`config.mk`:
```
export PLATFORM = sky130hd
export DESIGN_NAME = instruction_sequencer_flat
export DESIGN_NICKNAME = d
export VERILOG_FILES = /design/src/rtl/instruction_sequencer_pkg.sv /design/src/rtl/instruction_sequencer_if.sv /design/src/rtl/instruction_sequencer_decode.sv /design/src/rtl/instruction_sequencer.sv /design/src/flat_wrapper.sv
export SDC_FILE = /design/constraint.sdc
export NUM_CORES = 1
export LEC_CHECK = 0
export ABC_AREA = 1
export CAP_MARGIN = 20
export CORE_UTILIZATION = 45
export CTS_CLUSTER_SIZE = 40
export DETAILED_ROUTE_END_ITERATION = 6
export HOLD_SLACK_MARGIN = 0.05
export PLACE_DENSITY = 0.74
export REMOVE_ABC_BUFFERS = 1
export SLEW_MARGIN = 0
export SYNTH_ARGS = -nofsm -noshare
export SYNTH_HDL_FRONTEND = slang
export SYNTH_HIERARCHICAL = 1
export SYNTH_SLANG_ARGS = --single-unit
export TNS_END_PERCENT = 100
```
`constraint.sdc`:
```
create_clock -name clk -period 1.8 [get_ports clk]
set_clock_uncertainty 0.15 [all_clocks]
set_input_delay 0.36 -clock clk [delete_from_list [all_inputs] [get_ports clk]]
set_output_delay 0.36 -clock clk [all_outputs]
set_load 0.1 [all_outputs]
```
`src/rtl/instruction_sequencer_pkg.sv`:
```
// Shared control-path definitions: phase/addressing-mode enums, address-state
// constants, per-mode address cycle counts and flag indices.
package control_pkg;

    localparam int unsigned ADDR_STATE_W = 4;
    localparam int unsigned EXEC_CYCLE_W = 3;

    typedef enum logic [1:0] {
        FETCH = 2'd0,
        ADDR  = 2'd1,
        EXEC  = 2'd2
    } phase_t;

    typedef enum logic [3:0] {
        IMPLIED = 4'd0,
        IMM     = 4'd1,
        ZPG     = 4'd2,
        ZPG_X   = 4'd3,
        ZPG_Y   = 4'd4,
        ABS     = 4'd5,
        ABS_X   = 4'd6,
        ABS_Y   = 4'd7,
        IND_X   = 4'd8,
        IND_Y   = 4'd9
    } addr_mode_t;

    localparam logic [ADDR_STATE_W-1:0] A0 = 4'd0;
    localparam logic [ADDR_STATE_W-1:0] A1 = 4'd1;
    localparam logic [ADDR_STATE_W-1:0] A2 = 4'd2;
    localparam logic [ADDR_STATE_W-1:0] A3 = 4'd3;
    localparam logic [ADDR_STATE_W-1:0] A4 = 4'd4;
    localparam logic [ADDR_STATE_W-1:0] A5 = 4'd5;

    localparam int unsigned NUMFLAGS = 8;
    localparam int unsigned FLAG_C   = 0;
    localparam int unsigned FLAG_Z   = 1;
    localparam int unsigned FLAG_I   = 2;
    localparam int unsigned FLAG_D   = 3;
    localparam int unsigned FLAG_B   = 4;
    localparam int unsigned FLAG_U   = 5;
    localparam int unsigned FLAG_V   = 6;
    localparam int unsigned FLAG_N   = 7;

    // Number of address cycles before execution starts (indexed-absolute may skip one).
    function automatic logic [ADDR_STATE_W-1:0] addr_cycles(input addr_mode_t m);
        case (m)
            ZPG:                 addr_cycles = 4'd1;
            ZPG_X, ZPG_Y, ABS:   addr_cycles = 4'd2;
            ABS_X, ABS_Y:        addr_cycles = 4'd3;
            IND_X, IND_Y:        addr_cycles = 4'd4;
            default:             addr_cycles = 4'd0;
        endcase
    endfunction

endpackage

```
`src/rtl/instruction_sequencer_if.sv`:
```
// Bus between the memory/data interface and the instruction sequencer.
interface instruction_sequencer_if;
    import control_pkg::*;

    logic       ready;
    logic [7:0] data_in;
    logic       page_cross;
    logic       exec_done;

    phase_t                  phase;
    addr_mode_t              addr_mode;
    logic [ADDR_STATE_W-1:0] addr_state;
    logic [EXEC_CYCLE_W-1:0] exec_cycle;
    logic [7:0]              opcode;
    logic                    sync;
    logic                    exec_timeout;

    modport master (
        output ready, data_in, page_cross, exec_done,
        input  phase, addr_mode, addr_state, exec_cycle, opcode, sync, exec_timeout
    );

    modport slave (
        input  ready, data_in, page_cross, exec_done,
        output phase, addr_mode, addr_state, exec_cycle, opcode, sync, exec_timeout
    );
endinterface

```
`src/rtl/instruction_sequencer_decode.sv`:
```
// Combinational opcode -> addressing-mode classifier, shared with the flag muxes.
module opcode_mode_decode
    import control_pkg::*;
(
    input  logic [7:0] op,
    output addr_mode_t mode
);
    logic [2:0] bbb;
    logic [1:0] cc;

    assign bbb = op[4:2];
    assign cc  = op[1:0];

    always_comb begin
        mode = IMPLIED;
        if (cc == 2'b01) begin
            case (bbb)
                3'b000:  mode = IND_X;
                3'b001:  mode = ZPG;
                3'b010:  mode = IMM;
                3'b011:  mode = ABS;
                3'b100:  mode = IND_Y;
                3'b101:  mode = ZPG_X;
                3'b110:  mode = ABS_Y;
                default: mode = ABS_X;
            endcase
        end else if (cc != 2'b11) begin
            // LDX/STX use Y indexing where the rest of the group uses X
            case (bbb)
                3'b000:  mode = op[7] ? IMM : IMPLIED;
                3'b001:  mode = ZPG;
                3'b011:  mode = ABS;
                3'b101:  mode = (op == 8'h96 || op == 8'hB6) ? ZPG_Y : ZPG_X;
                3'b111:  mode = (op == 8'hBE) ? ABS_Y : ABS_X;
                default: mode = IMPLIED;
            endcase
        end
    end
endmodule

```
`src/rtl/instruction_sequencer.sv`:
```
// Fetch / address / execute sequencer: latches the opcode, walks the
// addressing-mode address states and the execution cycles with a watchdog.
module instruction_sequencer
    import control_pkg::*;
#(
    parameter int unsigned MAX_EXEC = 7
) (
    input  logic                     clk,
    input  logic                     rst,
    instruction_sequencer_if.slave   bus
);
    addr_mode_t              dec_mode_c;
    logic [ADDR_STATE_W-1:0] addr_next_c;
    logic                    addr_last_c;
    logic                    skip_c;

    opcode_mode_decode u_decode (
        .op   (bus.data_in),
        .mode (dec_mode_c)
    );

    assign addr_next_c = bus.addr_state + 4'd1;
    assign addr_last_c = (addr_next_c == addr_cycles(bus.addr_mode));

    // Indexed absolute loads drop the fix-up cycle when no page was crossed
    assign skip_c = (bus.addr_mode == ABS_X || bus.addr_mode == ABS_Y)
                 && (bus.addr_state == A1) && !bus.page_cross
                 && (bus.opcode[7:5] != 3'b100);

    always_ff @(posedge clk or posedge rst) begin
        if (rst) begin
            bus.phase        <= FETCH;
            bus.sync         <= 1'b1;
            bus.opcode       <= 8'h00;
            bus.addr_mode    <= IMPLIED;
            bus.addr_state   <= A0;
            bus.exec_cycle   <= '0;
            bus.exec_timeout <= 1'b0;
        end else begin
            bus.exec_timeout <= 1'b0;
            if (bus.ready) begin
                case (bus.phase)
                    FETCH: begin
                        bus.opcode    <= bus.data_in;
                        bus.addr_mode <= dec_mode_c;
                        bus.sync      <= 1'b0;
                        bus.addr_state <= A0;
                        bus.exec_cycle <= '0;
                        bus.phase     <= (addr_cycles(dec_mode_c) != 4'd0) ? ADDR : EXEC;
                    end
                    ADDR: begin
                        if (addr_last_c || skip_c) begin
                            bus.phase      <= EXEC;
                            bus.addr_state <= A0;
                            bus.exec_cycle <= '0;
                        end else begin
                            bus.addr_state <= addr_next_c;
                        end
                    end
                    EXEC: begin
                        if (bus.exec_done) begin
                            bus.phase      <= FETCH;
                            bus.sync       <= 1'b1;
                            bus.exec_cycle <= '0;
                        end else if (bus.exec_cycle == EXEC_CYCLE_W'(MAX_EXEC)) begin
                            bus.phase        <= FETCH;
                            bus.sync         <= 1'b1;
                            bus.exec_cycle   <= '0;
                            bus.exec_timeout <= 1'b1;
                        end else begin
                            bus.exec_cycle <= bus.exec_cycle + 3'd1;
                        end
                    end
                    default: begin
                        bus.phase      <= FETCH;
                        bus.sync       <= 1'b1;
                        bus.addr_state <= A0;
                        bus.exec_cycle <= '0;
                    end
                endcase
            end
        end
    end
endmodule

```
`src/flat_wrapper.sv`:
```
// flat-port wrapper written by rule: the top's interface ports become plain ports
module instruction_sequencer_flat import control_pkg::*;
#(
    parameter int unsigned MAX_EXEC = 7
)
  (clk, rst, bus_ready, bus_data_in, bus_page_cross, bus_exec_done, bus_phase, bus_addr_mode, bus_addr_state, bus_exec_cycle, bus_opcode, bus_sync, bus_exec_timeout);
  instruction_sequencer_if bus_i ();
  input  logic clk;
  input  logic rst;
  input wire logic [$bits(bus_i.ready)-1:0] bus_ready;
  input wire logic [$bits(bus_i.data_in)-1:0] bus_data_in;
  input wire logic [$bits(bus_i.page_cross)-1:0] bus_page_cross;
  input wire logic [$bits(bus_i.exec_done)-1:0] bus_exec_done;
  output wire logic [$bits(bus_i.phase)-1:0] bus_phase;
  output wire logic [$bits(bus_i.addr_mode)-1:0] bus_addr_mode;
  output wire logic [$bits(bus_i.addr_state)-1:0] bus_addr_state;
  output wire logic [$bits(bus_i.exec_cycle)-1:0] bus_exec_cycle;
  output wire logic [$bits(bus_i.opcode)-1:0] bus_opcode;
  output wire logic [$bits(bus_i.sync)-1:0] bus_sync;
  output wire logic [$bits(bus_i.exec_timeout)-1:0] bus_exec_timeout;
  assign bus_i.ready = bus_ready;
  assign bus_i.data_in = bus_data_in;
  assign bus_i.page_cross = bus_page_cross;
  assign bus_i.exec_done = bus_exec_done;
  assign bus_phase = bus_i.phase;
  assign bus_addr_mode = bus_i.addr_mode;
  assign bus_addr_state = bus_i.addr_state;
  assign bus_exec_cycle = bus_i.exec_cycle;
  assign bus_opcode = bus_i.opcode;
  assign bus_sync = bus_i.sync;
  assign bus_exec_timeout = bus_i.exec_timeout;
  instruction_sequencer #(.MAX_EXEC(MAX_EXEC)) u_core (.clk(clk), .rst(rst), .bus(bus_i));
endmodule
```
Yosys cells after proc, flatten, opt, wreduce, memory -nomap -nowiden:

Memory sizes are Yosys's and may differ from the RTL's.
Cells that the tools add are included.
W data, S select, Z words.

* input port bits: 13
* memory bits (read-only): 96
* bits in registers: 23
* output and inout port bits: 23
* logic and storage cells: 77
* memories: 2

Memories
* (name not given): depth 16, width 3, read ports 1, clocked after Yosys merged registers in 0, wr ports 0, line instruction_sequencer_pkg.sv:46 `case (m)`
* (name not given): depth 16, width 3, read ports 1, clocked after Yosys merged registers in 0, wr ports 0, line instruction_sequencer_pkg.sv:46

* muxes and demuxes: 27
* bitwise gates (word level): 2
* reduce and logical (&&, ||, !) cells: 15
* equal/unequal tests: 22
* $add $sub $neg: 2

Operators by type and width (number)
* $pmux W4 S7: 1
* $eq A8 B8 Y1 const B: 3
* $mux W4: 4
* $eq A3 B3 Y1 const B: 5
* $mux W3: 5
* $pmux W3 S5: 1
* $eq A4 B3 Y1 const B: 2
* $mux W1: 8
* $mux W2: 4
* $pmux W4 S2: 1
* $eq A3 B2 Y1 const B: 2
* $pmux W2 S3: 1
* $pmux W3 S2: 1
* $reduce_and A2 Y1: 3
* $reduce_and A3 Y1: 2
* $add A4 B1 Y4 const B: 1
* $eq A2 B1 Y1 const B: 2
* $eq A4 B1 Y1 const B: 1
* $eq A4 B4 Y1: 1
* $reduce_bool A4 Y1: 1
* $add A3 B1 Y3 const B: 1
* $eq A3 B1 Y1 const B: 1
* $logic_and A1 B1 Y1: 3
* $logic_not A3 Y1: 1
* other kinds (10): 13

Logic depth before layout (Yosys ltp):

An unclocked memory read counts as a cell.

* word-level depth: 12
* mapped depth: 12
* mapped depth without buffers: 12

Hierarchy:

Netlist, hierarchy kept.

Modules (own cells, without submodules)
* instruction_sequencer: sequential area each 576.8 um^2, area an instance 1216.2 um^2, times used 1, cells each 145
* opcode_mode_decode: sequential area each 0.0 um^2, area an instance 191.4 um^2, times used 1, cells each 44

Worst setup path after synthesis:

No wires, ideal clock.

* path type: register to register
* from: register u_core.bus.addr_state[0]
* to: register u_core.bus.phase[0]
* path buffers: 0
* library setup time: 0.123 ns
* path slack: -0.471 ns
* cell stages (with the launch flop): 13
* clock period less this slack: 2.271 ns
* data required time: 1.527 ns
* data arrival time: 1.998 ns
* cells stage by stage: dfrtp_1 > ha_1 > inv_1 > nand2_1 > nand2_1 > nand2_1 > nand2_1 > nor2_1 > nand2_1 > nand2_4 > nand2_1 > nand2_1 > nand2_1

* longest elaborated chain between the ends: 7

RTL lines
* start, declared: line instruction_sequencer_if.sv:25 `output phase, addr_mode, addr_state, exec_cycle, opcode, sync, exec_timeout`
* start signal, assigned: line instruction_sequencer.sv:57 `bus.addr_state <= addr_next_c;`
* parallel branches: the longest is 4 deep, another holds $add A4 B1 Y4
* $logic_or A1 B1 Y1 *: line instruction_sequencer.sv:52 `if (addr_last_c || skip_c) begin`
* $ne A2 B1 Y1 (no line) *
* $reduce_and A3 Y1 (no line) *
* end signal, assigned: line instruction_sequencer.sv:49 `bus.phase <= (addr_cycles(dec_mode_c) != 4'd0) ? ADDR : EXEC;`
* end, declared: line instruction_sequencer_if.sv:25

Mark *: on every way between the ends.
A chain may end at the register's enable or synchronous reset.

Worst setup path after layout:

* from: register u_core.bus.addr_state[1]
* to: register u_core.bus.exec_cycle[2]

* longest elaborated chain between the ends: 7

RTL lines
* parallel branches: the longest is 4 deep, another holds $add A4 B1 Y4
* $logic_or A1 B1 Y1 *: line instruction_sequencer.sv:52
* $ne A2 B1 Y1 (no line) *
* $reduce_and A2 Y1 (no line) *
* end signal, assigned: line instruction_sequencer.sv:71 `bus.exec_cycle <= bus.exec_cycle + 3'd1;`
* end, declared: line instruction_sequencer_if.sv:25

Marked as above.

==> metrics.csv <==
metric,value,unit
CTS buffer count,3,
worst slew pin tran,0.3991,ns
Register Area,579.3,um2
CTS tree,done,
Final setup viols,0,
vias per cell,5.209,
fin nets,269,
Residual DRC,2,
max_slew headroom,0.7337,
Die ar.,3356,um2
CP arrival,1.79,ns
CP Cell Sequence,inv_2 > ha_4 > inv_2 > nand2_1 > nand2_1 > nor2_2 > nand2_2 > nand2_4 > nand2_4 > nand2_1 > nand2_1,
status,"complete, but fails checks",
Initial DRC Count,101,
Antenna Cells,0,
FF-to-FF setup slack,0.07,ns
predominant post-synthesis flop cell,dfrtp_1,
fin crit period,1.727,ns
FMAX,579.1,MHz
placed inst area,2171,um2
cells on worst reg2reg path,11,
initial cell density of the core,0.4934,
Syn Area/Cell,7.448,um2
crit end category,flip-flop,
clock slew at reported path FFs,0.13,ns
area of the core,2853,um2
pwr/cell area,1908,nW/um2
post-DP HPWL,2805,um
Fin. Hold Viols,0,
Final period util,0.9593,
Most common cell on crit path,nand2_1,
"slowest stage delay, CP",0.46,ns
vias,1469,
"Slew Viols, Final",0,
post-synthesis sequential area ratio,0.4098,
final antenna-violating net count,0,
clk sink count,23,
# fillers,179,
top cell type's share of synthesized area,0.3911,
most frequent cells in the layout,"nand2_1, buf_12, inv_1",
GPL Wtd Cong,0.8938,
reg-to-reg endpoint,u_core/bus.exec_cycle[2],
TritonRoute pass-1 iters,6,
clock buffer depth,2,
CP max stage cell,dfrtp_2,
WL final,3833,um
max cap viols,0,
first-pass GRT wire length,6058,um
Yosys cell types,26,
Post-Syn Area,1408,um2
RR Startpoint,u_core/bus.addr_state[1],
initial antenna violation count,0,
Skew-Pair Late Insertion Delay,0.31,ns
CP top delay family,simple AND/OR/NAND/NOR gates,
number of synthesized register bits,23,
share of cells above drive strength 1,0.3347,
yosys warns,6,
Leakage,0.001151,uW
number of synthesized flops with an enable pin,0,
kind of critical path,flip-flop to flip-flop,
area taken by multi-input logic gates,757.0,um2
number of cell rows,19,
H-tree Lvls,1,
async set-reset flop share out of synthesis,1.000,
"top cells by area, synth","dfrtp_1, nand2_1, mux2_2",
die width,57.93,um
Hold Path Class,input port to asynchronous set/reset pin,
largest net degree at the start of global routing,16,
nature of the critical path startpoint,flip-flop,
Critical Path Fanout Max,5,
Total GRT Usage,0.2345,
maximum VDD drop,1.352,mV
failing checks,design-rule violations,
Buf/Inv on CP,2,
die height,57.93,um
Synth Instances,189,
total grt overflow,0,
setup tns final,0,ns
root buffer cell,clkbuf_4,
Ports,36,
vias in the first global route,1416,
DR WL/cell,13.59,um
CP required,1.86,ns
"commonest non-fill, non-tap cell in the layout",nand2_1,
Syn-to-layout area delta,61.69,%
post-route cell area,2276,um2
top cell type by total area after synthesis,dfrtp_1,
IO Port Bufs,35,
-- registers in the layout, indices dropped and copies added (netlist names) --
| name | cells |
|---|---|
| u_core/bus.phase | 2 |
| u_core/bus.exec_timeout | 1 |
| u_core/bus.addr_state | 4 |
| u_core/bus.exec_cycle | 3 |
| u_core/bus.opcode | 8 |
| u_core/bus.addr_mode | 4 |
| u_core/bus.sync | 1 |
-- worst reg2reg max path: stages, from the launching register on --
cell	delay (ns)
dfrtp_2	0.46
inv_2	0.08
ha_4	0.28
inv_2	0.04
nand2_1	0.07
nand2_1	0.08
nor2_2	0.10
nand2_2	0.09
nand2_4	0.12
nand2_4	0.06
nand2_1	0.05
nand2_1	0.06
-- stage by stage --
stage                     worst slack [ns]  hold slack, ns  std cells  power [uW]    util
after floorplan                    -0.4707          0.2112        187        2817       -
after global placement             -0.3140          0.3694        273        3930  0.7610
after detailed placement           -0.4522          0.3635        273        3995  0.7610
after CTS                         0.006474          0.1764        281        4245  0.7811
after global routing              -0.03624          0.1907        282        4517  0.7978
final                              0.07326          0.1778        282        4342  0.7978
-- routing by layer --
metal  track usage  vias up  part of all wire
met5             0        -                 0
met4       0.07823        0            0.0089
met3       0.02902        4             0.050
met2        0.4171       46              0.52
met1        0.2951      698              0.42
li1              -      721                 -
-- cells by family (layout without fill, tap and decap cells) --
| kind of cell | Yosys count | count (layout) | share of synthesized area |
|---|---|---|---|
| AND/OR/NAND/NOR | 107 | 108 | 0.3253 |
| buffers and inverters | 29 | 90 | 0.08534 |
| flip-flops | 23 | 23 | 0.4098 |
| AO/OA/AOI/OAI | 15 | 15 | 0.05956 |
| multiplexers | 9 | 9 | 0.07200 |
| adder cells (fa/ha/maj) | 4 | 4 | 0.03556 |
| XOR/XNOR | 2 | 2 | 0.01245 |
-- area by class of cell --
cell class | count | share of cell area
repair buffers | 59 | 0.3392
multi-input cells | 138 | 0.3326
flip-flops and latches | 23 | 0.2545
inverters | 27 | 0.04453
well taps | 31 | 0.01704
clock buffers | 3 | 0.009896
clock inverters | 1 | 0.002199
-- report_power, final --
| part | internal (uW) | switching, uW | leakage [uW] | total (uW) |
|---|---|---|---|---|
| registers | 713 | 276 | 0.000287 | 989 |
| logic | 1100 | 2010 | 0.000846 | 3120 |
| clock network | 83.0 | 154 | 0.0000177 | 238 |
| total | 1900 | 2440 | 0.00115 | 4340 |
-- Yosys cell counts, types with 3 or more instances --
cell type   n
o21ai_0     6
dfrtp_1    22
nand3_1    11
nor2_1     24
inv_1      25
mux2_2      9
nand2_2     3
ha_1        4
a21oi_1     4
nand2_1    60
-- what timing repair did --
item,4_1_cts,5_1_grt
setup buffers,4,0
setup endpoints to repair,2,7
gates cloned,0,1
hold buffers,0,0
resized for setup,8,12
pin swaps,4,8
-- worst max path at each step --
stage                                   from                  endpoint  slack [ns]  cells past startpoint
finish              u_core/bus.addr_state[1]  u_core/bus.exec_cycle[2]        0.07                     11
global route        u_core/bus.addr_state[0]  u_core/bus.exec_cycle[2]       -0.04                     11
CTS                           bus_data_in[0]       u_core/bus.phase[0]       0.006                     12
detailed placement            bus_data_in[4]       u_core/bus.phase[0]       -0.45                     11
global placement              bus_data_in[3]       u_core/bus.phase[0]       -0.31                     13
floorplan           u_core/bus.addr_state[0]       u_core/bus.phase[0]       -0.47                     12
(Power assumes the default switching activity.)
